## src/rtl/pipe_pkg.sv

```systemverilog
// rtl/pipe_pkg.sv - shared state enum, counter width and zero-control constant for pipe_stage_reg
package pipe_pkg;

    typedef enum logic [1:0] {
        EMPTY = 2'd0,
        ONE   = 2'd1,
        TWO   = 2'd2
    } stage_state_t;

    localparam int KILL_CNT_W = 8;

    // Wide enough for any practical control field; sliced down to CTRL_W at use
    localparam logic [255:0] ZERO_CTRL = '0;

    // Number of valid entries held in a given occupancy state
    function automatic logic [1:0] held_count(input stage_state_t s);
        case (s)
            ONE:     held_count = 2'd1;
            TWO:     held_count = 2'd2;
            default: held_count = 2'd0;
        endcase
    endfunction

endpackage

```

## src/rtl/sat_counter.sv

```systemverilog
// rtl/sat_counter.sv - width-parametrised counter adding 0..2 per cycle, saturating at all-ones
module sat_counter #(
    parameter int W = 8
) (
    input  logic         clock,
    input  logic         reset_n,
    input  logic [1:0]   inc,
    output logic [W-1:0] count
);

    logic [W-1:0] count_q;
    logic [W:0]   sum;

    assign sum   = {1'b0, count_q} + {{(W-1){1'b0}}, inc};
    assign count = count_q;

    // Accumulate, clamping to all-ones when the sum carries out
    always_ff @(posedge clock or negedge reset_n) begin
        if (!reset_n) begin
            count_q <= '0;
        end else if (sum[W]) begin
            count_q <= '1;
        end else begin
            count_q <= sum[W-1:0];
        end
    end

endmodule

```

## src/rtl/pipe_stage_reg.sv

```systemverilog
// rtl/pipe_stage_reg.sv - valid/ready pipeline register with flush and kill counter; PIPE_STAGE_SKID_EN selects a skid buffer
module pipe_stage_reg
    import pipe_pkg::*;
#(
    parameter int DATA_W = 128,
    parameter int CTRL_W = 16
) (
    input  logic                  clock,
    input  logic                  reset_n,
    input  logic                  flush,
    input  logic                  in_valid,
    output logic                  in_ready,
    input  logic [DATA_W-1:0]     in_data,
    input  logic [CTRL_W-1:0]     in_ctrl,
    output logic                  out_valid,
    input  logic                  out_ready,
    output logic [DATA_W-1:0]     out_data,
    output logic [CTRL_W-1:0]     out_ctrl,
    output logic [KILL_CNT_W-1:0] kill_cnt
);

    stage_state_t      state_q;
    stage_state_t      state_d;
    logic [DATA_W-1:0] main_data_q;
    logic [CTRL_W-1:0] main_ctrl_q;
    logic              in_xfer;
    logic              out_xfer;

    assign out_valid = (state_q != EMPTY);
    assign out_data  = main_data_q;
    assign out_ctrl  = main_ctrl_q;
    assign in_xfer   = in_valid && in_ready;
    assign out_xfer  = out_valid && out_ready;

    // Occupancy state register
    always_ff @(posedge clock or negedge reset_n) begin
        if (!reset_n) begin
            state_q <= EMPTY;
        end else begin
            state_q <= state_d;
        end
    end

`ifdef PIPE_STAGE_SKID_EN

    logic [DATA_W-1:0] skid_data_q;
    logic [CTRL_W-1:0] skid_ctrl_q;
    logic              in_ready_q;

    // Registered ready keeps out_ready off the upstream timing path
    assign in_ready = in_ready_q;

    // Next occupancy: flush empties, otherwise track transfers in and out
    always_comb begin
        state_d = state_q;
        case (state_q)
            EMPTY: if (in_xfer) state_d = ONE;
            ONE: begin
                if (in_xfer && !out_xfer)      state_d = TWO;
                else if (out_xfer && !in_xfer) state_d = EMPTY;
            end
            TWO:     if (out_xfer) state_d = ONE;
            default: state_d = EMPTY;
        endcase
        if (flush) state_d = EMPTY;
    end

    // Main/skid datapath; bubbles force control bits to zero
    always_ff @(posedge clock or negedge reset_n) begin
        if (!reset_n) begin
            main_data_q <= '0;
            main_ctrl_q <= '0;
            skid_data_q <= '0;
            skid_ctrl_q <= '0;
            in_ready_q  <= 1'b1;
        end else begin
            in_ready_q <= (state_d != TWO);
            if (flush) begin
                main_ctrl_q <= ZERO_CTRL[CTRL_W-1:0];
                skid_ctrl_q <= ZERO_CTRL[CTRL_W-1:0];
            end else begin
                case (state_q)
                    EMPTY: begin
                        if (in_xfer) begin
                            main_data_q <= in_data;
                            main_ctrl_q <= in_ctrl;
                        end
                    end
                    ONE: begin
                        if (in_xfer && out_xfer) begin
                            main_data_q <= in_data;
                            main_ctrl_q <= in_ctrl;
                        end else if (in_xfer) begin
                            skid_data_q <= in_data;
                            skid_ctrl_q <= in_ctrl;
                        end else if (out_xfer) begin
                            main_ctrl_q <= ZERO_CTRL[CTRL_W-1:0];
                        end
                    end
                    TWO: begin
                        if (out_xfer) begin
                            main_data_q <= skid_data_q;
                            main_ctrl_q <= skid_ctrl_q;
                            skid_ctrl_q <= ZERO_CTRL[CTRL_W-1:0];
                        end
                    end
                    default: begin
                        main_ctrl_q <= ZERO_CTRL[CTRL_W-1:0];
                        skid_ctrl_q <= ZERO_CTRL[CTRL_W-1:0];
                    end
                endcase
            end
        end
    end

`else

    // Accept whenever the register is empty or is draining this cycle
    assign in_ready = !out_valid || out_ready;

    // Next occupancy: flush wins, a new entry replaces, a drain empties
    always_comb begin
        state_d = state_q;
        if (flush)         state_d = EMPTY;
        else if (in_xfer)  state_d = ONE;
        else if (out_xfer) state_d = EMPTY;
    end

    // Single main register; bubbles force control bits to zero
    always_ff @(posedge clock or negedge reset_n) begin
        if (!reset_n) begin
            main_data_q <= '0;
            main_ctrl_q <= '0;
        end else if (flush) begin
            main_ctrl_q <= ZERO_CTRL[CTRL_W-1:0];
        end else if (in_xfer) begin
            main_data_q <= in_data;
            main_ctrl_q <= in_ctrl;
        end else if (out_xfer) begin
            main_ctrl_q <= ZERO_CTRL[CTRL_W-1:0];
        end
    end

`endif

    sat_counter #(
        .W(KILL_CNT_W)
    ) u_kill_cnt (
        .clock   (clock),
        .reset_n (reset_n),
        .inc     (flush ? held_count(state_q) : 2'd0),
        .count   (kill_cnt)
    );

endmodule

```

## config.mk

```make
export PLATFORM = sky130hd
export DESIGN_NAME = pipe_stage_reg
export DESIGN_NICKNAME = d
export VERILOG_FILES = /design/src/rtl/pipe_pkg.sv /design/src/rtl/sat_counter.sv /design/src/rtl/pipe_stage_reg.sv
export SDC_FILE = /design/constraint.sdc
export NUM_CORES = 1
export LEC_CHECK = 0
export BUFFER_PORTS_ARGS = -buffer_cell sky130_fd_sc_hd__buf_4
export CORE_UTILIZATION = 40
export DETAILED_ROUTE_END_ITERATION = 7
export PLACE_DENSITY = 0.7
export SYNTH_ARGS = -nofsm -noshare
export SYNTH_HDL_FRONTEND = slang
export SYNTH_HIERARCHICAL = 1
export SYNTH_SLANG_ARGS = --single-unit
```

## constraint.sdc

```tcl
create_clock -name clock -period 2.7 [get_ports clock]
set_input_delay 0.135 -clock clock [delete_from_list [all_inputs] [get_ports clock]]
set_output_delay 0.135 -clock clock [all_outputs]
set_load 0.02 [all_outputs]
```

# --- Yosys cells after proc, flatten, opt, wreduce, memory -nomap -nowiden ---
# Cells that the tools add are included.
word_totals:
  regBits: 154
  latchBits: 0
  ramBits: 0
  mem_bits_ro: 0
  in_bits: 149
  word_cells: 24
  mem_count: 0
op_classes:
  add_sub_neg: 1
  n_mul: 0
  div: 0
  n_lt_le_gt_ge: 0
  eq_ne: 2
  shift: 0
  muxes: 9
  n_bitwise: 1
  reduce_logical: 7
ops:
  columns: ["op", "n"]
  rows:
  - ["two-way mux 16 bit", 3]
  - ["adder 8 x 2 -> 9 bit", 1]
  - ["two-way mux 2 bit", 4]
  - ["two-way mux 8 bit", 1]
  - ["case mux 2 bit (2 select lines)", 1]
  - ["nonzero test 3 bit", 1]
  - ["equality test 2 x 1 -> 1 bit (second input constant)", 1]
  - ["equality test 2 bit (second input constant)", 1]
  - ["logical AND 1 bit", 2]
  - ["AND reduction 2 bit", 1]
  - ["nonzero test 2 bit", 1]
  - ["logical NOT 1 bit", 1]
  - ["logical OR 1 bit", 1]
  - ["inverter 1 bit", 1]

# --- Depth between registers and ports, before layout ---
# Gate-level depths: netlist of the first run.
logic_depth:
  word_depth: 6
  mapped_depth: 8
  ltp_nobuf: 7

# --- Hierarchy ---
# Netlist of the first run, hierarchy kept.
by_module_without_submodules:
  columns: ["module", "instances", "cells_per_inst", "area_each_um2", "seq_area_each_um2"]
  rows:
  - ["pipe_stage_reg", 1, 369, 6297.3, 3628.5]
  - ["sat_counter", 1, 40, 434.2, 200.2]

# --- Least setup slack after synthesis of the first run ---
# OpenSTA, ideal clock, no wires.
synth_timing:
  path_type: "register -> register"
  start: "register state_q[0]"
  end: "register u_kill_cnt.count_q[6] (netlist: u_kill_cnt/count[6])"
  setup_time_ns: 0.082
  arrival_time_ns: 2.047
  required_time_ns: 2.618
  path_slack_ns: 0.571
  path_stages_with_launch: 9
  synth_period_minus_slack_ns: 2.129
  cell_sequence: "dfrtp_1 > clkbuf_1 > and2_1 > ha_1 > inv_1 > fa_1 > and4b_4 > a21oi_1 > a31oi_1"
synth_between:
  elab_chain_cells: 5
synth_rtl:
  columns: ["item", "line_no", "text"]
  rows:
  - ["from (decl)", "pipe_stage_reg.sv:22", "stage_state_t state_q;"]
  - ["from (signal assigned)", "pipe_stage_reg.sv:40", "state_q <= state_d;"]
  - ["equality test 2 bit or equality test 2 x 1 -> 1 bit (tied branches)", "pipe_pkg.sv:17", "case (s)"]
  - ["case mux 2 bit (2 select lines) *", "pipe_pkg.sv:17", null]
  - ["two-way mux 2 bit *", "pipe_stage_reg.sv:151", ".inc (flush ? held_count(state_q) : 2'd0),"]
  - ["adder 8 x 2 -> 9 bit *", "sat_counter.sv:14", "assign sum = {1'b0, count_q} + {{(W-1){1'b0}}, inc};"]
  - ["two-way mux 8 bit *", "sat_counter.sv:21", "end else if (sum[W]) begin"]
  - ["to (signal assigned)", "sat_counter.sv:24", "count_q <= sum[W-1:0];"]
  - ["to (decl)", "sat_counter.sv:11", "logic [W-1:0] count_q;"]
# Mark *: on every way between the ends. The rest lies on a longest branch, timed or not.
# A chain may end at the register's enable or synchronous reset.

# --- Worst setup path in the final report of the first run ---
# Same ends and word-level chain as after synthesis.

==> insert_results.sql, run 1 <==
INSERT INTO impl_metrics (metric_group, metric, value, unit) VALUES
('floorplanning', 'design.die.area', '17350', 'µm²'),
('global_route', 'grt_pass1_vias', '5684', ''),
('critical_path', 'worst-endpoint-required', '3020', 'ps'),
('route', 'detail_route.iter0.violations', '154', ''),
('critical_path', 'startpoint_type', 'register', ''),
('power', 'clockPowerShare', '30.8', '%'),
('floorplanning', 'core_area', '16520', 'µm²'),
('power', 'sw_frac_of_total', '30.51', '%'),
('floorplanning', 'die_width', '131.7', 'µm'),
('floorplanning', 'chipHeight', '131.7', 'µm'),
('hold_path', 'hold_path.class', 'in2reg', ''),
('cts', 'cts.sinks', '153', ''),
('timing', 'grt_setup_unrepaired', 'false', ''),
('cells_and_area', 'layoutNonFillerInstCount', '1074', ''),
('floorplanning', 'start_util', '40.74', '%'),
('floorplanning', 'design.portCount', '303', ''),
('timing', 'fin_setup_tns', '0', 'ps'),
('route', 'remaining_drc_errors', '0', ''),
('cells_and_area', 'finalCoreUtilization', '66.28', '%'),
('placement', 'buffer_ports.inserted', '302', ''),
('placement', 'placedCellCount', '914', ''),
('route', 'wl', '20.21', 'mm'),
('route', 'detail_route.vias_per_cell', '4.786', ''),
('route', 'drt_pass1_iterations', '4', ''),
('route', 'detail-route-antenna-nets', '0', ''),
('placement', 'place_congestion', '0.8088', ''),
('synthesis', 'synth_flop_cell', 'dfrtp_1', ''),
('floorplanning', 'rows', '47', ''),
('cts', 'worst_setup_hold_path_clk_slew', '60', 'ps'),
('critical_path', 'endpoint_kind', 'register', ''),
('power', 'pwr-share-seq', '38.4', '%'),
('cts', 'clock_tree.buffer_depth', '2', ''),
('cells_and_area', 'layout_cells_sized_above_1', '57.09', '%'),
('power', 'power.density_cell_area', '717.5', 'nW/µm²'),
('power', 'p_switching', '0.002397', 'W'),
('global_route', 'number_of_antenna_violations_at_the_first_check_in_global_routing', '1', ''),
('synthesis', 'ys.warnings.count', '6', ''),
('timing', 'tightestPinTransition', '543.5', 'ps'),
('synthesis', 'synth-edff-count', '0', ''),
('synthesis', 'post-synth-top-count-cell', 'dfrtp_1', ''),
('cts', 'clock_tree_from_tritoncts', 'done', ''),
('timing', 'slew_headroom', '63.77', '%'),
('synthesis', 'ys_top_cells_by_area', 'dfrtp_1 (57%), mux2_4 (22%), mux2_2 (4.5%)', ''),
('power', 'intPower', '0.005460', 'W'),
('power', 'power.combinational.fraction', '30.9', '%'),
('global_route', 'pin_count_of_the_biggest_net_entering_global_routing', '57', ''),
('timing', 'final_max_slew_viol_count', '0', ''),
('synthesis', 'syn_area', '6731', 'µm²'),
('outcome', 'run_status', 'finished, final reports clean', ''),
('cells_and_area', 'area.growth.synth_to_final', '62.70', '%'),
('timing', 'clock.fmax', '455.9', 'MHz'),
('placement', 'dp_hpwl', '12.13', 'mm'),
('global_route', 'grt_util_all_layers', '23.76', '%'),
('synthesis', 'synth_sequential_area_ratio', '56.88', '%'),
('timing', 'final_hold_viol_count', '0', ''),
('cts', 'clockRootBuffer', 'clkbuf_16', ''),
('synthesis', 'synthesis.area_per_instance', '16.46', 'µm²'),
('critical_path', 'critical_path_peak_fanout', '19', ''),
('run', 'cap_violations', '0', ''),
('power', 'vdd_ir_drop_max', '453.7', 'µV'),
('cts', 'cts_max_level', '4', ''),
('route', 'vias', '5140', ''),
('cells_and_area', 'fin_nets', '994', ''),
('cts', 'post_cts_buffers', '0', ''),
('synthesis', 'synth_common_cells', 'dfrtp_1 (153), mux2_4 (100), mux2_2 (27)', ''),
('cts', 'clk-insertion-delay-late', '410', 'ps'),
('global_route', 'grt.overflow.total', '0', ''),
('timing', 'clock_skew', '5.240', 'ps'),
('synthesis', 'ffs_w_async_s_r_synth', '100.0', '%'),
('power', 'report.power.total', '0.007858', 'W'),
('power', 'leakagePower', '5.285', 'nW'),
('critical_path', 'worstPathArrival', '2520', 'ps'),
('global_route', 'wire_length_of_the_first_global_routing_pass', '31.91', 'mm'),
('timing', 'final_period_minus_worst_setup_slack', '2194', 'ps'),
('cts', 'cts_made_buffers', '17', ''),
('synthesis', 'yosys.area.top_type_share', '56.88', '%'),
('timing', 'final.period_utilization', '81.24', '%'),
('synthesis', 'synth_largest_area_cell', 'dfrtp_1', ''),
('cts', 'cts-resized-gates', '0', ''),
('synthesis', 'synthCells', '409', ''),
('synthesis', 'post_synthesis_sequential_element_count', '153', ''),
('critical_path', 'criticalPathCategory', 'reg2reg', ''),
('timing', 'timing.final.setup_violations', '0', ''),
('route', 'detail_route.wl_per_cell', '18.82', 'µm'),
('synthesis', 'post_synth_num_cell_types', '36', '');
-- kinds of logic (layout without fill, tap and decap cells) --
family	count (synthesis)	count (layout)	synth area share (%)
DFF	153	153	56.88
muxes	145	145	29.52
AOI/OAI and AO/OA	39	39	3.885
and+or+nand+nor	36	36	3.810
buffers and inverters	31	474	5.056
adders and majority gates	3	3	0.6691
other	1	3	0.05571
xor gates and xnor gates	1	1	0.1301
-- power by group through the flow --
stage / clock, W / combinational (W) / sequential (W)
after detailed placement: 0 / 0.00224 / 0.00303
after global routing: 0.00256 / 0.00254 / 0.00306
final: 0.00242 / 0.00242 / 0.00302
after floorplan: 0 / 0.000746 / 0.00349
after global placement: 0 / 0.00220 / 0.00301
after CTS: 0.00246 / 0.00241 / 0.00300
-- state kept, by name (all words and copies together) (netlist names) --
signal            count
out_ctrl             16
out_data            128
state_q               1
u_kill_cnt/count      8
-- final cells by class --
cell class                      instances  area, µm²
Tap cell                              220      275.3
Timing Repair Buffer                  438       3665
Multi-Input combinational cell        226       2566
Fill cell                            1131       5573
Antenna cell                            1      2.502
Sequential cell                       153       3829
Clock buffer                           19      442.9
Inverter                                6      22.52
Clock inverter                         11      148.9
-- worst paths after layout --
check                         startpoint  slack, ps  cells past startpoint             endpoint
min in group asynchronous        reset_n        280                      2        out_data[100]
max reg2reg                   state_q[0]        510                      7  u_kill_cnt/count[6]
max                           state_q[0]        510                      7  u_kill_cnt/count[6]
min reg2reg                out_data[102]        510                      1        out_data[102]
max in group asynchronous        reset_n       1680                      3         out_data[58]
min                                flush         50                      2         out_ctrl[11]
-- routing by layer --
metal,wire length [µm],vias up,share of wire [%],GRT usage (%)
met5,0,-,0,0
met4,680,0,3.4,10.59
met3,1002,44,5.0,6.019
met2,10590,207,52,41.74
met1,7939,2568,39,27.25
li1,-,2321,-,-
-- placed cells by master, fill, tap and decap left out, types with 4 or more instances in the layout --
cell and instances:
buf_4 304, dfrtp_1 153, dlygate4sd3_1 129, mux2_4 100, mux2_2 27, a21oi_1 18, mux2i_1 17, clkbuf_16 17
or2_2 16, a32oi_1 16, inv_1 6, buf_12 4
-- per-stage QoR --
step                      cell area, µm²  worst slack [ps]  hold WS (ps)
after floorplan                     6735             570.8        -160.6
after global placement              9066             596.9         131.8
after detailed placement            9066             529.3         139.6
after CTS                          10950             499.5         27.83
after global routing               10950             324.2         43.27
final                              10950             506.4         53.32
-- worst max-delay path, cell delays in order, from the launching register on --
cell     delay (ps)
dfrtp_1         630
and2_1          210
ha_1            170
inv_1            50
fa_1            410
and4b_4         390
a21oi_1          70
a31oi_1         160
-- what timing repair did --
action                                  4_1_cts  5_1_grt
hold buffers                                129        0
endpoints found under the setup margin        0        0
endpoints found under the hold margin       180        0
Power figures use the tool's default switching activity.
==> run 2, diff against run 1 <==
- PLACE_DENSITY: 0.7 -> 0.72
- clock period: 2.7 -> 1.8 ns (I/O delays scaled with it)
==> run 2 against run 1 <==
Sequential power grew 51%. Critical endpoint is now u_kill_cnt/count[1]. Setup slack worse by 460 ps. Utilization rose by 1.4 points. Die area is the same. Design area grew 2.2%. Sequential share of layout area shrank 0.74 points.
==> insert_results.sql, run 2 (synthesis results as in run 1) <==
INSERT INTO impl_metrics (metric_group, metric, value, unit) VALUES
('critical_path', 'criticalPathCategory', 'reg2reg', ''),
('placement', 'dp_hpwl', '12.89', 'mm'),
('floorplanning', 'start_util', '40.74', '%'),
('cells_and_area', 'mostFrequentLayoutCell', 'buf_4', ''),
('placement', 'place_congestion', '0.8610', ''),
('critical_path', 'cp_slowest_stage_delay', '400', 'ps'),
('timing', 'setup_slack', '42.53', 'ps'),
('cells_and_area', 'area.growth.synth_to_final', '66.24', '%'),
('power', 'vdd_ir_drop_max', '648.1', 'µV'),
('critical_path', 'critical-path-top-delay-family', 'simple AND/OR/NAND/NOR gates', ''),
('critical_path', 'startpoint_type', 'register', ''),
('run', 'cap_violations', '0', ''),
('cts', 'post_cts_buffers', '0', ''),
('floorplanning', 'design.die.area', '17350', 'µm²'),
('placement', 'buffer_ports.inserted', '302', ''),
('timing', 'clock_skew', '10.01', 'ps'),
('floorplanning', 'chipHeight', '131.7', 'µm'),
('timing', 'grt_setup_unrepaired', 'true', ''),
('route', 'detail-route-antenna-nets', '0', ''),
('cells_and_area', 'nFillCells', '1114', ''),
('floorplanning', 'design.portCount', '303', ''),
('cells_and_area', 'multiInputGateArea', '2584', 'µm²'),
('cts', 'clockRootBuffer', 'clkbuf_16', ''),
('cells_and_area', 'layout_common_cells', 'buf_4 (309), dfrtp_1 (152), dlygate4sd3_1 (134)', ''),
('cells_and_area', 'layout_cells_sized_above_1', '58.05', '%'),
('placement', 'placedCellCount', '924', ''),
('critical_path', 'critical_path_peak_fanout', '6', ''),
('timing', 'timing.final.setup_violations', '0', ''),
('critical_path', 'timing.reg2reg.setup_slack', '40', 'ps'),
('global_route', 'grt.overflow.total', '0', ''),
('cts', 'cts_made_buffers', '17', ''),
('cts', 'clock_tree.buffer_depth', '2', ''),
('timing', 'final_max_slew_viol_count', '0', ''),
('floorplanning', 'core_area', '16520', 'µm²'),
('timing', 'final_hold_viol_count', '0', ''),
('critical_path', 'critical_path_buf_inv_count', '1', ''),
('cts', 'cts-resized-gates', '0', ''),
('floorplanning', 'die_width', '131.7', 'µm'),
('timing', 'final_period_minus_worst_setup_slack', '1757', 'ps'),
('global_route', 'wire_length_of_the_first_global_routing_pass', '32.04', 'mm'),
('timing', 'clock.fmax', '569.0', 'MHz'),
('cells_and_area', 'fin_nets', '1009', ''),
('floorplanning', 'rows', '47', ''),
('cells_and_area', 'flip_flop_count_of_the_largest_register_all_copies_and_words_added', '128', ''),
('cts', 'worst_setup_hold_path_clk_slew', '70', 'ps'),
('placement', 'placedInstanceArea', '9223', 'µm²'),
('global_route', 'grt_pass1_vias', '5805', ''),
('global_route', 'grt_util_all_layers', '24.11', '%'),
('route', 'detail_route.wl_per_cell', '18.86', 'µm'),
('timing', 'final.period_utilization', '97.64', '%'),
('cts', 'cts_max_level', '4', ''),
('cts', 'clock_tree_from_tritoncts', 'done', ''),
('route', 'detail_route.vias_per_cell', '4.840', ''),
('power', 'report.power.total', '0.01204', 'W'),
('timing', 'fin_setup_tns', '0', 'ps'),
('power', 'leakagePower', '5.395', 'nW'),
('route', 'vias', '5280', ''),
('global_route', 'number_of_antenna_violations_at_the_first_check_in_global_routing', '1', ''),
('route', 'detail_route.iter0.violations', '203', ''),
('global_route', 'pin_count_of_the_biggest_net_entering_global_routing', '43', ''),
('cts', 'cts.sinks', '153', ''),
('critical_path', 'endpoint_kind', 'register', ''),
('outcome', 'run_status', 'finished, final reports clean', ''),
('cts', 'clk-insertion-delay-late', '420', 'ps'),
('cells_and_area', 'layoutNonFillerInstCount', '1091', ''),
('critical_path', 'critPathSlowestCell', 'dfrtp_2', ''),
('critical_path', 'chain_of_cells_forming_the_critical_path', 'and2_4, ha_4, inv_2, fa_2, and4b_4, nand4_4, nand2_1', ''),
('route', 'remaining_drc_errors', '0', ''),
('placement', 'detailedPlace.worstSlack', '61.45', 'ps'),
('critical_path', 'worstPathArrival', '2120', 'ps'),
('hold_path', 'hold_path.class', 'in2reg', ''),
('cells_and_area', 'sequential_cell_area', '3830', 'µm²'),
('power', 'power.density_cell_area', '1076', 'nW/µm²'),
('route', 'drt_pass1_iterations', '4', ''),
('route', 'wl', '20.57', 'mm'),
('critical_path', 'worst-endpoint-required', '2160', 'ps'),
('cells_and_area', 'final_cell_area', '11190', 'µm²');
==> run 2: changes by cell type in the layout (fill, tap and decap cells not counted), sizes merged <==
cell	previous run	this run
buf	309	319
clkbuf	19	18
inv	7	13
clkinvlp	3	2
clkinv	4	2
dlygate4sd3	129	134
==> run 2: worst paths after layout <==
| check | end | depth (start not counted) | from |
|---|---|---|---|
| setup / recovery | u_kill_cnt/count[1] | 7 | state_q[0] |
| hold / removal | out_ctrl[13] | 3 | in_ctrl[13] |
| setup reg to reg | u_kill_cnt/count[1] | 7 | state_q[0] |
| hold reg to reg | out_data[97] | 1 | out_data[97] |
| max in group asynchronous | out_data[89] | 3 | reset_n |
| min in group asynchronous | out_data[32] | 2 | reset_n |
==> run 2: stage by stage <==
step | hold WS (ps) | utilization [%]
after floorplan | -205.6 | -
after global placement | 37.06 | 55.81
after detailed placement | 38.56 | 55.81
after CTS | 1.884 | 67.71
after global routing | 31.60 | 67.72
final | 19.50 | 67.72
==> run 2: repair_timing <==
item / CTS / global route
hold endpoints to repair: 246 / 0
hold buffers: 134 / 0
setup endpoints to repair: 0 / 3
==> run 2: worst reg2reg max path: stages (launching register included) <==
cell and delay (ps):
dfrtp_2 400, and2_4 160, ha_4 130, inv_2 30, fa_2 340, and4b_4 380, nand4_4 140, nand2_1 110
==> run 2: final cells by class <==
class | instances | area share [%]
Timing Repair Buffer | 453 | 34.43
Sequential cell | 153 | 34.22
Multi-Input combinational cell | 226 | 23.09
Clock buffer | 18 | 3.924
Tap cell | 220 | 2.460
Clock inverter | 14 | 1.655
Inverter | 6 | 0.2013
Antenna cell | 1 | 0.02236
==> run 2: report_power, final <==
group	switching (W)	internal [W]	leakage, nW
clock network	0.00155	0.00226	0.302
logic	0.00171	0.00198	3.27
registers	0.000498	0.00405	1.82
==> run 2: metal layers <==
metal  share of wire [%]  track usage, %  vias to the layer above
met5                   0               0                        -
met4                 3.2           11.24                        0
met3                 4.9           5.903                       49
met2                  54           44.06                      217
met1                  38           26.10                     2650
li1                    -               -                     2364
==> run 3, diff against run 2 <==
- ABC_AREA: default -> 1
- CAP_MARGIN: default -> 20
- PLACE_DENSITY: 0.72 -> 0.74
==> run 3 against run 2 <==
Global-route usage is 3.4 points higher. Sequential share of layout area is 1.4 points higher. Critical path depth is 2 lower. Setup slack better by 57 ps. Sequential cell count stayed put. Register-to-register slack better by 60 ps. Wire length is 5.1% higher. Critical path type unchanged. Highest routed layer unchanged.
==> insert_results.sql, run 3 <==
INSERT INTO impl_metrics (metric_group, metric, value, unit) VALUES
('synthesis', 'post-synth-top-count-cell', 'nand2_1', ''),
('synthesis', 'ys.warnings.count', '6', ''),
('synthesis', 'post_synthesis_sequential_element_count', '153', ''),
('synthesis', 'synth_sequential_area_ratio', '61.56', '%'),
('route', 'wl', '21.61', 'mm'),
('critical_path', 'timing.reg2reg.setup_slack', '100', 'ps'),
('hold_path', 'min_delay_path_depth', '5', ''),
('critical_path', 'critical_path_peak_fanout', '27', ''),
('timing', 'clock_skew', '11.03', 'ps'),
('global_route', 'wire_length_of_the_first_global_routing_pass', '34.47', 'mm'),
('route', 'detail_route.iter0.violations', '434', ''),
('timing', 'final_period_minus_worst_setup_slack', '1701', 'ps'),
('placement', 'detailedPlace.worstSlack', '136.3', 'ps'),
('power', 'vdd_ir_drop_max', '581.4', 'µV'),
('timing', 'final_hold_viol_count', '0', ''),
('placement', 'place_congestion', '0.8013', ''),
('global_route', 'pin_count_of_the_biggest_net_entering_global_routing', '62', ''),
('critical_path', 'endpoint_kind', 'register', ''),
('critical_path', 'worst_r2r_startpoint', 'state_q[0]', ''),
('cts', 'clock_tree.buffer_depth', '2', ''),
('placement', 'buffer_ports.inserted', '302', ''),
('cells_and_area', 'area.growth.synth_to_final', '72.60', '%'),
('synthesis', 'synth_common_cells', 'nand2_1 (290), nand3_1 (170), dfrtp_1 (153)', ''),
('synthesis', 'synthCells', '692', ''),
('cts', 'clock_tree_from_tritoncts', 'done', ''),
('placement', 'dp_hpwl', '12.28', 'mm'),
('floorplanning', 'die_width', '126.7', 'µm'),
('cells_and_area', 'flip_flop_count_of_the_largest_register_all_copies_and_words_added', '128', ''),
('global_route', 'grt.overflow.total', '0', ''),
('timing', 'slew_headroom', '62.91', '%'),
('synthesis', 'synth_largest_area_cell', 'dfrtp_1', ''),
('cells_and_area', 'mostFrequentLayoutCell', 'buf_4', ''),
('floorplanning', 'chipHeight', '126.7', 'µm'),
('critical_path', 'reg2regPathDepth', '5', ''),
('floorplanning', 'design.die.area', '16050', 'µm²'),
('cts', 'worst_setup_hold_path_clk_slew', '60', 'ps'),
('route', 'detail_route.wl_per_cell', '16.25', 'µm'),
('global_route', 'grt_pass1_vias', '6856', ''),
('synthesis', 'post_synth_num_cell_types', '20', ''),
('cts', 'clockRootBuffer', 'clkbuf_16', ''),
('timing', 'setup_slack', '99.42', 'ps'),
('global_route', 'grt_util_all_layers', '27.48', '%'),
('synthesis', 'syn_area', '6220', 'µm²'),
('synthesis', 'synth_flop_cell', 'dfrtp_1', ''),
('critical_path', 'worstPathArrival', '2000', 'ps'),
('power', 'power.density_cell_area', '1008', 'nW/µm²'),
('cells_and_area', 'multiInputGateArea', '2083', 'µm²'),
('hold_path', 'hold_path_startpoint', 'in_valid', ''),
('critical_path', 'regToRegEndpoint', 'state_q[0]', ''),
('cts', 'clk-insertion-delay-late', '430', 'ps'),
('cells_and_area', 'layout_common_cells', 'buf_4 (305), nand2_1 (290), nand3_1 (170)', ''),
('cts', 'cts_made_buffers', '17', ''),
('synthesis', 'ys_top_cells_by_area', 'dfrtp_1 (62%), nand2_1 (18%), nand3_1 (14%)', ''),
('synthesis', 'yosys.area.top_type_share', '61.56', '%'),
('timing', 'clock.fmax', '588.0', 'MHz'),
('synthesis', 'ffs_w_async_s_r_synth', '100.0', '%'),
('hold_path', 'hold_path.class', 'in2reg', ''),
('cells_and_area', 'sequential_cell_area', '3829', 'µm²'),
('critical_path', 'criticalPathCategory', 'reg2reg', ''),
('timing', 'timing.final.setup_violations', '0', ''),
('cells_and_area', 'num_antenna_cells', '0', ''),
('route', 'vias', '6778', ''),
('synthesis', 'synthesis.area_per_instance', '8.988', 'µm²'),
('route', 'remaining_drc_errors', '0', ''),
('route', 'drt_pass1_iterations', '5', ''),
('timing', 'final.period_utilization', '94.48', '%'),
('floorplanning', 'core_area', '15200', 'µm²'),
('floorplanning', 'design.portCount', '303', ''),
('cells_and_area', 'fin_nets', '1281', ''),
('hold_path', 'min_delay_worst_endpoint', 'out_ctrl[1]', ''),
('timing', 'fin_setup_tns', '0', 'ps'),
('synthesis', 'synth-edff-count', '0', ''),
('route', 'detail-route-antenna-nets', '0', ''),
('floorplanning', 'start_util', '40.91', '%'),
('critical_path', 'startpoint_type', 'register', ''),
('cts', 'cts.sinks', '153', ''),
('outcome', 'run_status', 'finished, final reports clean', ''),
('cells_and_area', 'layout_cells_sized_above_1', '31.00', '%'),
('critical_path', 'worst-endpoint-required', '2100', 'ps'),
('run', 'cap_violations', '0', ''),
('power', 'leakagePower', '5.787', 'nW'),
('global_route', 'number_of_antenna_violations_at_the_first_check_in_global_routing', '0', ''),
('route', 'detail_route.vias_per_cell', '5.096', ''),
('timing', 'final_max_slew_viol_count', '0', ''),
('floorplanning', 'rows', '45', ''),
('timing', 'grt_setup_unrepaired', 'false', ''),
('timing', 'tightestPinTransition', '556.4', 'ps'),
('cells_and_area', 'nFillCells', '1050', ''),
('cts', 'cts_max_level', '4', '');
run 3: cell types whose count changed in the layout (fill, tap and decap cells not counted), moves of 3 or more:
| cell | delta |
|---|---|
| nand2_1 | +287 |
| nand3_1 | +167 |
| mux2_4 | -100 |
| mux2_2 | -27 |
| a21oi_1 | -17 |
| mux2i_1 | -17 |
| a32oi_1 | -16 |
| or2_2 | -16 |
| dlygate4sd3_1 | +13 |
| inv_1 | +11 |
| buf_4 | -4 |
| clkinvlp_4 | +4 |
| bufinv_16 | -3 |
run 3: repair_timing:
action                                  4_1_cts  5_1_grt
hold buffers                                147        0
endpoints found under the hold margin       194        0
endpoints found under the setup margin        0        2
resized for setup                             0        2
buffers inserted                              0        0
run 3: through the flow:
stage / cells / hold WS, ps / power [W] / util, % / instance area, µm²
after floorplan: 693 / -205.6 / 0.005714 / - / 6223
after global placement: 1151 / 98.12 / 0.007111 / 57.25 / 8703
after detailed placement: 1151 / 100.0 / 0.007171 / 57.25 / 8703
after CTS: 1330 / 181.1 / 0.01081 / 70.57 / 10730
after global routing: 1330 / 220.3 / 0.01135 / 70.62 / 10740
final: 1330 / 194.0 / 0.01082 / 70.62 / 10740
run 3: layout make-up:
type	instances	area share, %
timing repair buffer	464	37.03
sequential	153	35.66
multi-input combinational	477	19.41
clock buffer	18	4.091
tap	188	2.191
clock inverter	14	1.061
inverter	16	0.5594
run 3: logic make-up (layout without fill, tap and decap cells):
group / after synthesis / after routing / share of synthesized area (%)
and+or+nand+nor: 469 / 469 / 32.19
DFF: 153 / 153 / 61.56
buffers and inverters: 63 / 512 / 5.170
adders and majority gates: 3 / 3 / 0.7241
AOI/OAI and AO/OA: 2 / 2 / 0.1608
other: 1 / 2 / 0.06029
xor gates and xnor gates: 1 / 1 / 0.1408
run 3: power by group:
part	internal (W)	switching [W]	leakage, nW
logic	0.00140	0.00172	3.62
clock network	0.00183	0.00153	0.254
registers	0.00397	0.000381	1.91
run 3: layer usage:
layer / vias to the layer above / part of all wire, % / wire [µm] / GRT usage, %
met3: 87 / 8.0 / 1719 / 8.393
met4: 0 / 4.5 / 981 / 15.97
met2: 350 / 49 / 10590 / 44.69
met1: 3240 / 39 / 8322 / 32.38
li1: 3101 / - / - / -
met5: - / 0 / 0 / 0
run 3: how the worst max path moves through the flow:
stage                           from                  end  slack (ps)
after detailed placement  state_q[0]  u_kill_cnt/count[2]         140
after floorplan           state_q[0]  u_kill_cnt/count[4]         130
after global routing      state_q[0]  u_kill_cnt/count[2]          10
final                     state_q[0]           state_q[0]         100
after global placement    state_q[0]  u_kill_cnt/count[6]         220
after CTS                 state_q[0]             in_ready          20
run 3: critical path, cell delays in order (launching register included):
cell and delay [ps]:
dfrtp_1 370, buf_4 150, nand2_4 120, buf_6 250, a21oi_1 100, dlygate4sd3_1 580
